<file path="src/rtl/cdc_xfer_arbiter_if.sv">
// Bundles the requester, transfer-channel and error signals of cdc_xfer_arbiter.
// The arbiter uses the slave modport. Requesters and the destination side use the master modport.
interface cdc_xfer_arbiter_if #(
  parameter int NUM_REQ = 4,
  parameter int DATA_W  = 8
);
  localparam int ID_W = $clog2(NUM_REQ);

  logic [NUM_REQ-1:0]        i_req;
  logic [NUM_REQ*DATA_W-1:0] i_data;
  logic [NUM_REQ-1:0]        o_gnt;
  logic                      o_xfer_req;
  logic [DATA_W-1:0]         o_xfer_data;
  logic                      i_xfer_ack;
  logic                      o_busy;
  logic [ID_W-1:0]           o_xfer_id;
  logic                      i_err_clr;
  logic                      o_err;

  modport slave (
    input  i_req, i_data, i_xfer_ack, i_err_clr,
    output o_gnt, o_xfer_req, o_xfer_data, o_busy, o_xfer_id, o_err
  );

  modport master (
    output i_req, i_data, i_xfer_ack, i_err_clr,
    input  o_gnt, o_xfer_req, o_xfer_data, o_busy, o_xfer_id, o_err
  );
endinterface

</file>
<file path="src/rtl/cdc_xfer_arbiter.sv">
// Round-robin arbiter sharing one four-phase req/ack CDC channel among NUM_REQ requesters.
// Optional handshake timeout with a sticky error flag is built when CDC_XFER_TIMEOUT_EN is defined.
module cdc_xfer_arbiter #(
  parameter int NUM_REQ     = 4,
  parameter int DATA_W      = 8,
  parameter int SYNC_STAGES = 2,
  parameter int TIMEOUT_CYC = 64
) (
  input logic                i_clk,
  input logic                i_rst_n,
  cdc_xfer_arbiter_if.slave  bus
);
  localparam int ID_W = $clog2(NUM_REQ);

  typedef enum logic [1:0] {IDLE, REQ_HI, WAIT_LO} state_t;

  state_t                  state_q, state_d;
  logic [SYNC_STAGES-1:0]  ack_sync_q, ack_sync_d;
  logic [ID_W-1:0]         rr_ptr_q, rr_ptr_d;
  logic [ID_W-1:0]         xfer_id_q, xfer_id_d;
  logic [NUM_REQ-1:0]      gnt_q, gnt_d;
  logic                    xfer_req_q, xfer_req_d;
  logic [DATA_W-1:0]       xfer_data_q, xfer_data_d;

  logic                    ack_s;
  logic                    win_found;
  logic [ID_W-1:0]         win_idx;
  logic [DATA_W-1:0]       win_word;
  logic [ID_W:0]           cand_sum;
  logic [ID_W-1:0]         cand;
  logic                    timeout_hit;

  // The ack is the only signal from the destination domain; nothing else looks at it raw.
  always_comb begin
    ack_sync_d = {ack_sync_q[SYNC_STAGES-2:0], bus.i_xfer_ack};
  end
  assign ack_s = ack_sync_q[SYNC_STAGES-1];

  always_comb begin
    win_found = 1'b0;
    win_idx   = '0;
    cand_sum  = '0;
    cand      = '0;
    for (int i = 0; i < NUM_REQ; i++) begin
      cand_sum = {1'b0, rr_ptr_q} + (ID_W+1)'(i);
      if (cand_sum >= (ID_W+1)'(NUM_REQ)) cand_sum = cand_sum - (ID_W+1)'(NUM_REQ);
      cand = cand_sum[ID_W-1:0];
      if (!win_found && bus.i_req[cand]) begin
        win_found = 1'b1;
        win_idx   = cand;
      end
    end
  end

  always_comb begin
    win_word = '0;
    for (int k = 0; k < NUM_REQ; k++) begin
      if (win_idx == ID_W'(k)) win_word = bus.i_data[k*DATA_W +: DATA_W];
    end
  end

  always_comb begin
    state_d     = state_q;
    rr_ptr_d    = rr_ptr_q;
    gnt_d       = '0;
    xfer_req_d  = xfer_req_q;
    xfer_data_d = xfer_data_q;
    xfer_id_d   = xfer_id_q;
    case (state_q)
      IDLE: begin
        if (win_found) begin
          gnt_d       = NUM_REQ'(1) << win_idx;
          xfer_data_d = win_word;
          xfer_id_d   = win_idx;
          xfer_req_d  = 1'b1;
          rr_ptr_d    = (win_idx == ID_W'(NUM_REQ-1)) ? '0 : win_idx + 1'b1;
          state_d     = REQ_HI;
        end
      end
      REQ_HI: begin
        if (ack_s || timeout_hit) begin
          xfer_req_d = 1'b0;
          state_d    = WAIT_LO;
        end
      end
      WAIT_LO: begin
        if (!ack_s || timeout_hit) state_d = IDLE;
      end
      default: state_d = IDLE;
    endcase
  end

  always_ff @(posedge i_clk or negedge i_rst_n) begin
    if (!i_rst_n) begin
      state_q     <= IDLE;
      ack_sync_q  <= '0;
      rr_ptr_q    <= '0;
      xfer_id_q   <= '0;
      gnt_q       <= '0;
      xfer_req_q  <= 1'b0;
      xfer_data_q <= '0;
    end else begin
      state_q     <= state_d;
      ack_sync_q  <= ack_sync_d;
      rr_ptr_q    <= rr_ptr_d;
      xfer_id_q   <= xfer_id_d;
      gnt_q       <= gnt_d;
      xfer_req_q  <= xfer_req_d;
      xfer_data_q <= xfer_data_d;
    end
  end

`ifdef CDC_XFER_TIMEOUT_EN
  localparam int CNT_W = $clog2(TIMEOUT_CYC) + 1;

  logic [CNT_W-1:0] cnt_q, cnt_d;
  logic             err_q, err_d;
  logic             err_set;

  assign timeout_hit = (state_q != IDLE) && (cnt_q == CNT_W'(TIMEOUT_CYC-1));
  // Only a timeout that actually forces the exit counts as an error; a normal ack exit wins.
  assign err_set = timeout_hit &&
                   ((state_q == REQ_HI && !ack_s) || (state_q == WAIT_LO && ack_s));

  always_comb begin
    cnt_d = '0;
    if (state_d == state_q && state_q != IDLE) cnt_d = cnt_q + 1'b1;
    err_d = err_q;
    if (err_set)            err_d = 1'b1;
    else if (bus.i_err_clr) err_d = 1'b0;
  end

  always_ff @(posedge i_clk or negedge i_rst_n) begin
    if (!i_rst_n) begin
      cnt_q <= '0;
      err_q <= 1'b0;
    end else begin
      cnt_q <= cnt_d;
      err_q <= err_d;
    end
  end

  assign bus.o_err = err_q;
`else
  localparam int UNUSED_TIMEOUT_CYC = TIMEOUT_CYC;
  logic unused_err_clr;

  assign timeout_hit    = 1'b0;
  assign unused_err_clr = bus.i_err_clr;
  assign bus.o_err      = 1'b0;
`endif

  assign bus.o_gnt       = gnt_q;
  assign bus.o_xfer_req  = xfer_req_q;
  assign bus.o_xfer_data = xfer_data_q;
  assign bus.o_xfer_id   = xfer_id_q;
  assign bus.o_busy      = (state_q != IDLE);

endmodule

</file>
<file path="src/flat_wrapper.sv">
// flat-port wrapper written by rule: the top's interface ports become plain ports
module cdc_xfer_arbiter_flat 
#(
  parameter int NUM_REQ     = 4,
  parameter int DATA_W      = 8,
  parameter int SYNC_STAGES = 2,
  parameter int TIMEOUT_CYC = 64
)
  (i_clk, i_rst_n, bus_i_req, bus_i_data, bus_i_xfer_ack, bus_i_err_clr, bus_o_gnt, bus_o_xfer_req, bus_o_xfer_data, bus_o_busy, bus_o_xfer_id, bus_o_err);
  cdc_xfer_arbiter_if #(.NUM_REQ(NUM_REQ), .DATA_W(DATA_W)) bus_i ();
  input logic i_clk;
  input logic i_rst_n;
  input wire logic [$bits(bus_i.i_req)-1:0] bus_i_req;
  input wire logic [$bits(bus_i.i_data)-1:0] bus_i_data;
  input wire logic [$bits(bus_i.i_xfer_ack)-1:0] bus_i_xfer_ack;
  input wire logic [$bits(bus_i.i_err_clr)-1:0] bus_i_err_clr;
  output wire logic [$bits(bus_i.o_gnt)-1:0] bus_o_gnt;
  output wire logic [$bits(bus_i.o_xfer_req)-1:0] bus_o_xfer_req;
  output wire logic [$bits(bus_i.o_xfer_data)-1:0] bus_o_xfer_data;
  output wire logic [$bits(bus_i.o_busy)-1:0] bus_o_busy;
  output wire logic [$bits(bus_i.o_xfer_id)-1:0] bus_o_xfer_id;
  output wire logic [$bits(bus_i.o_err)-1:0] bus_o_err;
  assign bus_i.i_req = bus_i_req;
  assign bus_i.i_data = bus_i_data;
  assign bus_i.i_xfer_ack = bus_i_xfer_ack;
  assign bus_i.i_err_clr = bus_i_err_clr;
  assign bus_o_gnt = bus_i.o_gnt;
  assign bus_o_xfer_req = bus_i.o_xfer_req;
  assign bus_o_xfer_data = bus_i.o_xfer_data;
  assign bus_o_busy = bus_i.o_busy;
  assign bus_o_xfer_id = bus_i.o_xfer_id;
  assign bus_o_err = bus_i.o_err;
  cdc_xfer_arbiter #(.NUM_REQ(NUM_REQ), .DATA_W(DATA_W), .SYNC_STAGES(SYNC_STAGES), .TIMEOUT_CYC(TIMEOUT_CYC)) u_core (.i_clk(i_clk), .i_rst_n(i_rst_n), .bus(bus_i));
endmodule
</file>
<file path="config.mk">
export PLATFORM = sky130hd
export DESIGN_NAME = cdc_xfer_arbiter_flat
export DESIGN_NICKNAME = d
export VERILOG_FILES = /design/src/rtl/cdc_xfer_arbiter_if.sv /design/src/rtl/cdc_xfer_arbiter.sv /design/src/flat_wrapper.sv
export SDC_FILE = /design/constraint.sdc
export NUM_CORES = 1
export LEC_CHECK = 0
export CORE_AREA = 2 2 50 76
export CTS_CLUSTER_DIAMETER = 200
export DETAILED_ROUTE_END_ITERATION = 12
export DIE_AREA = 0 0 52 78
export PLACE_DENSITY = 0.85
export SYNTH_ARGS = -nofsm -noshare
export SYNTH_HDL_FRONTEND = slang
export SYNTH_SLANG_ARGS = --single-unit
</file>
<file path="constraint.sdc">
create_clock -name i_clk -period 2 [get_ports i_clk]
set_clock_uncertainty 0.05 [all_clocks]
set_input_delay 0.3 -clock i_clk [delete_from_list [all_inputs] [get_ports i_clk]]
set_output_delay 0.3 -clock i_clk [all_outputs]
set_load 0.02 [all_outputs]
</file>
==> run summary, run 1 <==
Status -> complete, but fails checks
Failing checks -> negative setup slack
Fmax -> 0.483 GHz
CP Cell Sequence -> and2_1 > o21bai_2 > and3_4 > ha_4 > buf_12 > a21oi_1 > a221o_1 > a31oi_1
Antenna-violating nets left -> 0
Initial Util -> 36.4%
Vias -> 1326
Critical Path Start Type -> flop
Final core occ -> 62.5%
Area Overhead vs Synth -> 72.0%
Final hold vios -> 0
Final WL -> 3870 µm
IO buf count -> 54
Ys async rst share -> 100%
Fin. max-slew vios -> 0
Rows -> 26
Storage element area -> 528 µm²
CTS sink cnt -> 21
ANT cells -> 0
Layout Nets -> 250
Final min period -> 2.07 ns
Post-route design area -> 2100 µm²
Total track usage -> 20.4%
Final period utilization -> 104%
R2R depth -> 8
P_sw -> 0.00120 W
Hold Path Class -> in2async
Pin count of the biggest net entering global routing -> 22
Register area share after synthesis -> 43.1%
Commonest non-fill, non-tap cell in the layout -> clkdlybuf4s50_1
Die height -> 78 µm
Core Box Area -> 3350 µm²
Worst path arrival time -> 2.20 ns
Leakage -> 0.903 nW
Layout cells sized above 1 -> 22.0%
Sw Share -> 40.3%
Mean post-synth cell area -> 9.03 µm²
Htree depth -> 1
Mapped Cells -> 135
Most frequent cells in the layout -> 50 x clkdlybuf4s50_1, 19 x a21oi_1, 19 x dfrtp_1, 18 x buf_4, 12 x inv_1
Combinational group share of total power -> 65.3%
Drt via density -> 5.37
Synth Cell Area -> 1220 µm²
DP Wirelength -> 2460 µm
Data required time of the critical path -> 2.13 ns
First-pass GRT wire length -> 6270 µm
Synth unique cells -> 32
TritonCTS buffer count -> 3
Clock-pin slew on the worst setup and hold paths -> 0.08 ns
Setup violations, final -> 8
Root Buffer -> clkbuf_8
Crit path kind -> reg2reg
Yosys warning total -> 0
Worst path max stage delay -> 0.45 ns
WHS -> 0.321 ns
Drt pass-1 iters -> 4
Pwr/cell area -> 1420 nW/µm²
Grt total ovfl -> 0
Mux contribution to synthesized area -> 0.821%
Syn_nets -> 179
Critical-path maximum fanout -> 9
Initial antenna violation count -> 0
Ys flop type -> dfrtp_1
Vias in the first global route -> 1334
Die area -> 4060 µm²
Longest Clk Path Bufs -> 2
Main combinational cell family by area after synthesis -> compound AO/OA/AOI/OAI gates
Post-synth EDFFs -> 0
Max cap viols -> 0
Filler instances -> 267
Boundary pin count -> 57
CTS tree -> built
DRC violations left -> 0
Synth Area in XOR/XNOR -> 0.719%
DP Area -> 1890 µm²
DRT iter0 DRCs -> 46
Simple-Gate Fraction of Synth Area -> 17.0%
Clk network pwr share -> 9.5%
Routability Congestion -> 0.814
Internal -> 0.00178 W
Setup TNS -> -0.195 ns
Seq cells post-synth -> 21
Maximum VDD drop -> 0.000799 V
Flop pwr share -> 25.2%
Final worst slack -> -0.0711 ns
Routed len/inst -> 15.7 µm
Compound-Gate Fraction of Synth Area -> 25.6%
RSZ-0062 raised after global routing -> true
Clock latency on the worst-skew pair -> 0.26 ns
Multi-input logic area -> 671 µm²
Post-Synth Adder-Cell Area -> 4.11%
CP endpoint kind -> flop
Width of the die -> 52 µm
CP max stage cell -> dfrtp_2
-- per-layer routing --
| metal | routed length (µm) | vias up | GRT usage, % |
|---|---|---|---|
| li1 | - | 623 | - |
| met1 | 1450 | 637 | 25.6 |
| met2 | 2130 | 60 | 34.7 |
| met3 | 213 | 6 | 2.12 |
| met4 | 87 | 0 | 7.89 |
| met5 | 0 | - | 0 |
-- final cells by class --
cell class              count  share of cell area [%]
clock inverters             1                   0.239
well taps                  42                    2.51
inverters                  12                    2.15
flip-flops and latches     21                    25.2
multi-input cells          91                    32.0
repair buffers             77                    35.9
clock buffers               3                    1.97
-- through the flow --
stage	setup slack, ns	power [W]	std cells
after floorplan	-0.116	0.00179	135
after CTS	-0.0197	0.00292	245
after detailed placement	-0.470	0.00238	233
after global routing	-0.154	0.00315	247
final	-0.0711	0.00298	247
after global placement	-0.418	0.00233	233
-- state kept, by name, summed over array words and instances, names as in the netlist --
register,cells
u_core.bus.o_gnt,4
u_core.bus.o_xfer_id,2
u_core.bus.o_xfer_req,1
u_core.state_q,2
u_core.bus.o_xfer_data,8
u_core.rr_ptr_q,2
u_core.ack_sync_q,2
-- final timing paths --
path,to,slack (ns),startpoint
hold reg to reg,u_core.ack_sync_q[1],0.35,u_core.ack_sync_q[0]
min in group i_clk,u_core.ack_sync_q[1],0.35,u_core.ack_sync_q[0]
setup / recovery,u_core.bus.o_xfer_data[2],-0.07,u_core.rr_ptr_q[1]
max in group asynchronous,u_core.rr_ptr_q[1],1.34,i_rst_n
setup reg to reg,u_core.bus.o_xfer_data[2],-0.07,u_core.rr_ptr_q[1]
hold / removal,u_core.bus.o_gnt[3],0.32,i_rst_n
-- power groups by stage --
stage	clock network, W	logic, W	registers, W
5_1_grt	0.000303	0.00207	0.000773
3_3_place_gp	0	0.00159	0.000743
3_5_place_dp	0	0.00163	0.000750
2_1_floorplan	0	0.000901	0.000890
4_1_cts	0.000282	0.00189	0.000745
6_report	0.000284	0.00194	0.000749
-- critical path: cells and delay by family, from the launching register on --
family / cells / cell delay, ns
compound gates: 4 / 0.72
simple gates: 2 / 0.44
fa+ha+maj: 1 / 0.19
buf+inv: 1 / 0.14
flops: 1 / 0.45
-- cell families (layout without fill, tap and decap cells) --
kind of cell	Yosys count	count (layout)
simple gates	37	37
xor+xnor	1	1
fa+ha+maj	4	4
other cells	1	1
buf+inv	23	93
flops	21	21
mux	1	1
compound gates	47	47
-- what timing repair did --
item / 4_1_cts / 5_1_grt
pin swaps: 11 / 7
setup endpoints to repair: 9 / 8
gates cloned: 1 / 0
setup buffers: 8 / 2
hold buffers: 0 / 0
gates resized for setup: 24 / 5
-- synth_stat cells (all sizes together), types with 2 or more instances --
cell / n / area, µm²
nor2: 5 / 18.8
ha: 4 / 50.1
inv: 12 / 45.0
o21ai: 2 / 10.0
a21boi: 2 / 15.0
a21oi: 20 / 100
and3: 6 / 37.5
and2: 2 / 15.0
nand3b: 8 / 60.1
a221o: 8 / 80.1
a31oi: 9 / 56.3
nand2b: 2 / 12.5
nand3: 3 / 15.0
nand2: 10 / 37.5
buf: 6 / 37.5
dfrtp: 21 / 526
clkbuf: 5 / 18.8
No activity file was read; power rests on OpenSTA's default activity.
==> run 2: changes to the inputs <==
CORE_AREA = 2 2 48 72   (was 2 2 50 76)
DIE_AREA = 0 0 50 74   (was 0 0 52 78)
PLACE_DENSITY = 0.89   (was 0.85)
clock period = 2.2 ns   (was 2 ns; I/O delays follow)
==> run 2 against run 1 <==
Net effect: the run now ends clean; critical path depth rose by 1; via count fell by 2.6%; clock power fell by 8.5%; clock-buffer cell count did not move; fmax fell by 2.5%; cell area fell by 3.1%; register-to-register slack improved by 0.15 ns; power fell by 13%; final cell count fell by 1.2%; combinational power fell by 14%; critical path type unchanged; critical endpoint unchanged; largest cell class unchanged.
==> run summary, run 2 (synthesis gave the netlist of run 1 again) <==
Status -> finished, final reports clean
Grt total ovfl -> 0 (unchanged)
Antenna-violating nets left -> 0 (unchanged)
Layout cells sized above 1 -> 19.6% (-2.3 points)
Largest register FFs -> 8 (unchanged)
Routability Congestion -> 0.766 (-5.9%)
Hold-fix buffers, CTS -> 0 (unchanged)
Rows -> 25 (-3.8%)
GR Layer Usage met2 -> 39.9% (+5.2 points)
Most frequent cells in the layout -> 50 x clkdlybuf4s50_1, 20 x dfrtp_1, 19 x buf_4, 18 x a21oi_1, 12 x inv_1
Fin. max-slew vios -> 0 (unchanged)
DRC violations left -> 0 (unchanged)
Met1 GRT Util -> 23.6% (-2.0 points)
Initial antenna violation count -> 0 (unchanged)
Hold path start -> u_core.ack_sync_q[0]
Area Overhead vs Synth -> 66.6%
Clock-pin slew on the worst setup and hold paths -> 0.08 ns (about the same)
Final period utilization -> 96.6% (-7.0 points)
Setup violations, final -> 0 (-8)
DP Wirelength -> 2660 µm (+8.3%)
Routed len/inst -> 15.2 µm (-3.1%)
Die area -> 3700 µm² (-8.8%)
Data required time of the critical path -> 2.34 ns (+0.21 ns)
CP endpoint kind -> flop
Initial Util -> 39.4% (+3.0 points)
Vias -> 1291 (-2.6%)
DRT iter0 DRCs -> 23 (-50%)
Critical Path Start Type -> flop
Commonest non-fill, non-tap cell in the layout -> clkdlybuf4s50_1
Pwr/cell area -> 1280 nW/µm² (-9.9%)
Width of the die -> 50 µm (-3.8%)
Drt via density -> 5.29 (-1.4%)
GRT met3 Usage -> 1.41% (-0.71 points)
First-pass GRT wire length -> 5750 µm (-8.2%)
Total track usage -> 20.9% (+0.52 points)
Boundary pin count -> 57 (unchanged)
Crit path launch -> u_core.rr_ptr_q[1]
Global route hottest layer -> met2
Final hold vios -> 0 (unchanged)
Pre-CTS setup slack -> -0.350 ns (+0.120 ns)
Die height -> 74 µm (-5.1%)
R2R setup slack -> 0.08 ns (+0.15 ns)
Htree depth -> 1 (unchanged)
Final WL -> 3710 µm (-4.3%)
CTS tree -> built
Hold Path Class -> reg2reg
Longest Clk Path Bufs -> 2 (unchanged)
Crit path kind -> reg2reg
Reg-to-reg startpoint -> u_core.rr_ptr_q[1]
Maximum VDD drop -> 0.000598 V (-25%)
Fmax -> 0.471 GHz (-2.5%)
CTS sink cnt -> 21 (unchanged)
Root Buffer -> clkbuf_8
Leakage -> 0.889 nW (-1.5%)
Clock latency on the worst-skew pair -> 0.27 ns (about the same)
Critical-path maximum fanout -> 6 (-3)
Final worst slack -> 0.0755 ns (+0.147 ns)
Vias in the first global route -> 1250 (-6.3%)
Pin count of the biggest net entering global routing -> 22 (unchanged)
Drt pass-1 iters -> 4 (unchanged)
Final min period -> 2.12 ns (+0.0534 ns)
Total Power -> 0.00260 W (-13%)
Worst path arrival time -> 2.26 ns (+0.06 ns)
IO buf count -> 54 (unchanged)
ANT cells -> 0 (unchanged)
RSZ-0062 raised after global routing -> true
Layout Nets -> 249 (-0.40%)
TritonCTS buffer count -> 3 (unchanged)
Core Box Area -> 3100 µm² (-7.6%)
Max cap viols -> 0 (unchanged)
run 2: changes by cell type in the layout (fill, tap and decap cells not counted), moves of 2 or more:
cell             delta
ha_2                +2
dlygate4sd2_1       +4
clkdlybuf4s15_1     -2
ha_4                -2
run 2: per-stage QoR:
stage,hold slack (ns),util [%],instance area (µm²),TNS [ns],instances
6_report,0.313,65.6,2030,0,244
5_1_grt,0.317,65.6,2030,-0.0327,244
4_1_cts,0.314,64.8,2010,0,241
3_5_place_dp,0.287,61.0,1890,-2.82,232
3_3_place_gp,0.286,61.0,1890,-2.47,232
2_1_floorplan,-0.0156,-,1270,0,135
run 2: worst max-delay path, stage by stage, from the launching register on:
cell and delay [ns]:
dfrtp_2 0.45, mux2i_1 0.14, a2bb2oi_2 0.20, and3_4 0.23, ha_4 0.18, buf_6 0.13, buf_4 0.11, a21oi_1 0.06
a221o_1 0.33, a31oi_1 0.17
run 2: what timing repair did:
action,CTS,global route
setup buffers,5,3
endpoints found under the hold margin,0,0
pin swaps,4,4
gates resized for setup,17,1
setup endpoints to repair,8,4
run 2: per-layer routing:
layer / vias to the layer above / share of wire (%)
li1: 621 / -
met1: 630 / 39
met2: 35 / 57
met3: 5 / 2.5
met4: 0 / 1.8
met5: - / 0
run 2: layout make-up:
class,count,area [µm²]
Timing Repair Buffer,76,721
Clock buffer,3,41.3
Sequential cell,21,527
Tap cell,40,50.0
Multi-Input combinational cell,91,642
Clock inverter,1,5.00
Fill cell,235,1070
Inverter,12,45.0
run 2: final timing paths:
check,cells after the start,end
worst max-delay path,9,u_core.bus.o_xfer_data[2]
worst min-delay path,0,u_core.ack_sync_q[1]
worst max register to register,9,u_core.bus.o_xfer_data[2]
worst min register to register,0,u_core.ack_sync_q[1]
max in group asynchronous,2,u_core.rr_ptr_q[1]
min in group asynchronous,2,u_core.bus.o_gnt[2]
run 2: where the power goes:
group / switching [W] / internal (W) / total (W)
combinational: 0.000791 / 0.000867 / 0.00166
clock: 0.000134 / 0.000127 / 0.000260
sequential: 0.000125 / 0.000555 / 0.000679
==> run 3: changes to the inputs <==
CORE_AREA = 2 2 52 78   (was 2 2 48 72)
DIE_AREA = 0 0 54 80   (was 0 0 50 74)
PLACE_DENSITY = 0.78   (was 0.89)
==> run 3 against run 2 <==
Net effect: core utilization shrank 9.5 points; clock power decreased by 5%; clock-buffer cell count rose by 1; cell area increased by 0.74%; final cell count is 1.6% higher; power is 1.2% lower; global-route usage down 4.1 points; critical path depth unchanged.
==> run summary, run 3 (synthesis gave the netlist of run 1 again) <==
Hold-fix buffers, CTS -> 0 (unchanged)
Final worst slack -> 0.121 ns (+0.0454 ns)
Layout Nets -> 250 (+0.40%)
FF-to-FF End -> u_core.bus.o_xfer_data[1]
DP Area -> 1940 µm² (+2.7%)
Core Box Area -> 3650 µm² (+18%)
RSZ-0062 raised after global routing -> false
Crit path launch -> u_core.rr_ptr_q[1]
Die height -> 80 µm (+8.1%)
Crit path capture -> u_core.bus.o_xfer_data[1]
Initial Util -> 33.4% (-6.0 points)
ANT cells -> 0 (unchanged)
Fin. max-slew vios -> 0 (unchanged)
Sw Share -> 39.0% (-1.4 points)
Final instance count without filler cells -> 248 (+1.6%)
Total track usage -> 16.8% (-4.1 points)
Clock latency on the worst-skew pair -> 0.25 ns (-0.02 ns)
Fmax -> 0.481 GHz (+2.2%)
Filler instances -> 319 (+36%)
DRC violations left -> 0 (unchanged)
CTS sink cnt -> 21 (unchanged)
Crit path kind -> reg2reg
Global route hottest layer -> met2
Clock-pin slew on the worst setup and hold paths -> 0.07 ns (about the same)
P_sw -> 0.00100 W (-4.6%)
Routed len/inst -> 14.3 µm (-6.1%)
Largest register FFs -> 8 (unchanged)
Final hold vios -> 0 (unchanged)
Combinational group share of total power -> 64.1% (+0.3 points)
Placed Cells -> 238 (+2.6%)
GRT met3 Usage -> 1.50% (+0.093 points)
Worst path arrival time -> 2.20 ns (-0.06 ns)
Pre-CTS setup slack -> -0.342 ns (+0.00832 ns)
Max cap viols -> 0 (unchanged)
Antenna-violating nets left -> 0 (unchanged)
DP Wirelength -> 2620 µm (-1.4%)
Final period utilization -> 94.5% (-2.1 points)
Grt total ovfl -> 0 (unchanged)
Reg-to-reg startpoint -> u_core.rr_ptr_q[1]
Met1 GRT Util -> 20.2% (-3.3 points)
Pwr/cell area -> 1260 nW/µm² (-1.9%)
Worst path max stage delay -> 0.45 ns (about the same)
Drt pass-1 iters -> 4 (unchanged)
Leakage -> 0.900 nW (+1.2%)
R2R setup slack -> 0.12 ns (+0.05 ns)
CP Cell Sequence -> mux2i_1 > a2bb2oi_2 > and3_4 > ha_4 > buf_6 > buf_4 > a21oi_1 > a221o_1 > a31oi_1
Drt via density -> 5.16 (-2.5%)
Flop pwr share -> 26.4% (+0.2 points)
DRT iter0 DRCs -> 47 (+100%)
Final WL -> 3540 µm (-4.6%)
Commonest non-fill, non-tap cell in the layout -> clkdlybuf4s50_1
CP endpoint kind -> flop
Internal -> 0.00157 W (+1.2%)
Width of the die -> 54 µm (+8.0%)
GR Layer Usage met2 -> 29.6% (-10 points)
Total Power -> 0.00257 W (-1.2%)
Vias in the first global route -> 1217 (-2.6%)
CTS tree -> built
Critical Path Start Type -> flop
Rows -> 27 (+8.0%)
Longest Clk Path Bufs -> 2 (unchanged)
Htree depth -> 1 (unchanged)
Final min period -> 2.08 ns (-0.0454 ns)
Hold Path Class -> reg2reg
Die area -> 4320 µm² (+17%)
Maximum VDD drop -> 0.000818 V (+37%)
Data required time of the critical path -> 2.33 ns (about the same)
Layout cells sized above 1 -> 17.1% (-2.5 points)
Root Buffer -> clkbuf_8
Initial antenna violation count -> 0 (unchanged)
Buf+Inv Stages, Crit Path -> 2 (unchanged)
Critical-path maximum fanout -> 8 (+2)
Vias -> 1280 (-0.85%)
First-pass GRT wire length -> 5430 µm (-5.6%)
R2R depth -> 9 (unchanged)
Routability Congestion -> 0.818 (+6.8%)
CP top delay family -> compound AO/OA/AOI/OAI gates
Pin count of the biggest net entering global routing -> 22 (unchanged)
Post-route design area -> 2050 µm² (+0.74%)
Status -> finished, final reports clean
Boundary pin count -> 57 (unchanged)
CP max stage cell -> dfrtp_2
Levels on crit path -> 9 (unchanged)
Area Overhead vs Synth -> 67.9%
TritonCTS buffer count -> 3 (unchanged)
WHS -> 0.312 ns (-0.000603 ns)
Setup violations, final -> 0 (unchanged)
Clk network pwr share -> 9.6% (-0.4 points)
IO buf count -> 54 (unchanged)
Most frequent cells in the layout -> 50 x clkdlybuf4s50_1, 20 x dfrtp_1, 19 x a21oi_1, 19 x buf_4, 12 x inv_1
run 3: changes by cell type in the layout (fill, tap and decap cells not counted):
cell | previous run | this run
o21bai_2 | 1 | 0
nand3_1 | 1 | 3
ha_2 | 2 | 1
nand3_2 | 2 | 0
clkbuf_1 | 0 | 1
dlymetal6s2s_1 | 0 | 1
o21bai_1 | 0 | 1
a21oi_2 | 2 | 1
ha_1 | 1 | 2
buf_12 | 1 | 3
dlygate4sd2_1 | 4 | 3
clkinv_2 | 1 | 0
buf_6 | 2 | 1
a21oi_1 | 18 | 19
run 3: repair_timing:
| action | CTS | global route |
|---|---|---|
| gates resized for setup | 7 | 3 |
| buffers inserted | 5 | 1 |
| pin swaps | 4 | 2 |
| endpoints found under the setup margin | 8 | 8 |
run 3: worst min-delay path by stage:
stage / from / end / slack, ns / cells past startpoint
5_1_grt: u_core.ack_sync_q[0] / u_core.ack_sync_q[1] / 0.32 / 0
3_3_place_gp: u_core.ack_sync_q[0] / u_core.ack_sync_q[1] / 0.29 / 0
2_1_floorplan: i_rst_n / u_core.ack_sync_q[0] / -0.02 / 0
6_report: u_core.ack_sync_q[0] / u_core.ack_sync_q[1] / 0.31 / 0
4_1_cts: u_core.ack_sync_q[0] / u_core.ack_sync_q[1] / 0.31 / 0
3_5_place_dp: u_core.ack_sync_q[0] / u_core.ack_sync_q[1] / 0.30 / 0
run 3: worst register-to-register path, cell delays in order, from the launching register on:
cell       delay, ns
dfrtp_2         0.45
mux2i_1         0.14
a2bb2oi_2       0.18
and3_4          0.22
ha_4            0.17
buf_6           0.13
buf_4           0.12
a21oi_1         0.06
a221o_1         0.32
a31oi_1         0.16
run 3: final cells by class:
type                       instances  area (µm²)  area share [%]
clock buffer                       4        45.0            2.20
timing repair buffer              77         753            36.8
tap                               43        53.8            2.63
sequential                        21         527            25.7
inverter                          12        45.0            2.20
multi-input combinational         91         622            30.4
run 3: per-stage QoR:
stage               util, %  TNS (ns)
CTS                    55.7         0
detailed placement     53.2     -2.49
global route           56.1         0
global placement       53.2     -2.26
floorplan                 -         0
finish                 56.1         0
run 3: power groups by stage:
stage / clock network (W) / registers, W / logic (W)
after CTS: 0.000250 / 0.000675 / 0.00164
after global placement: 0 / 0.000672 / 0.00154
after global routing: 0.000269 / 0.000697 / 0.00177
final: 0.000246 / 0.000677 / 0.00164
after detailed placement: 0 / 0.000680 / 0.00157
after floorplan: 0 / 0.000809 / 0.000788
run 3: routing by layer:
| layer | part of all wire [%] | wire length [µm] |
|---|---|---|
| met5 | 0 | 0 |
| met4 | 1.7 | 59 |
| met3 | 5.1 | 180 |
| met2 | 54 | 1930 |
| met1 | 39 | 1370 |
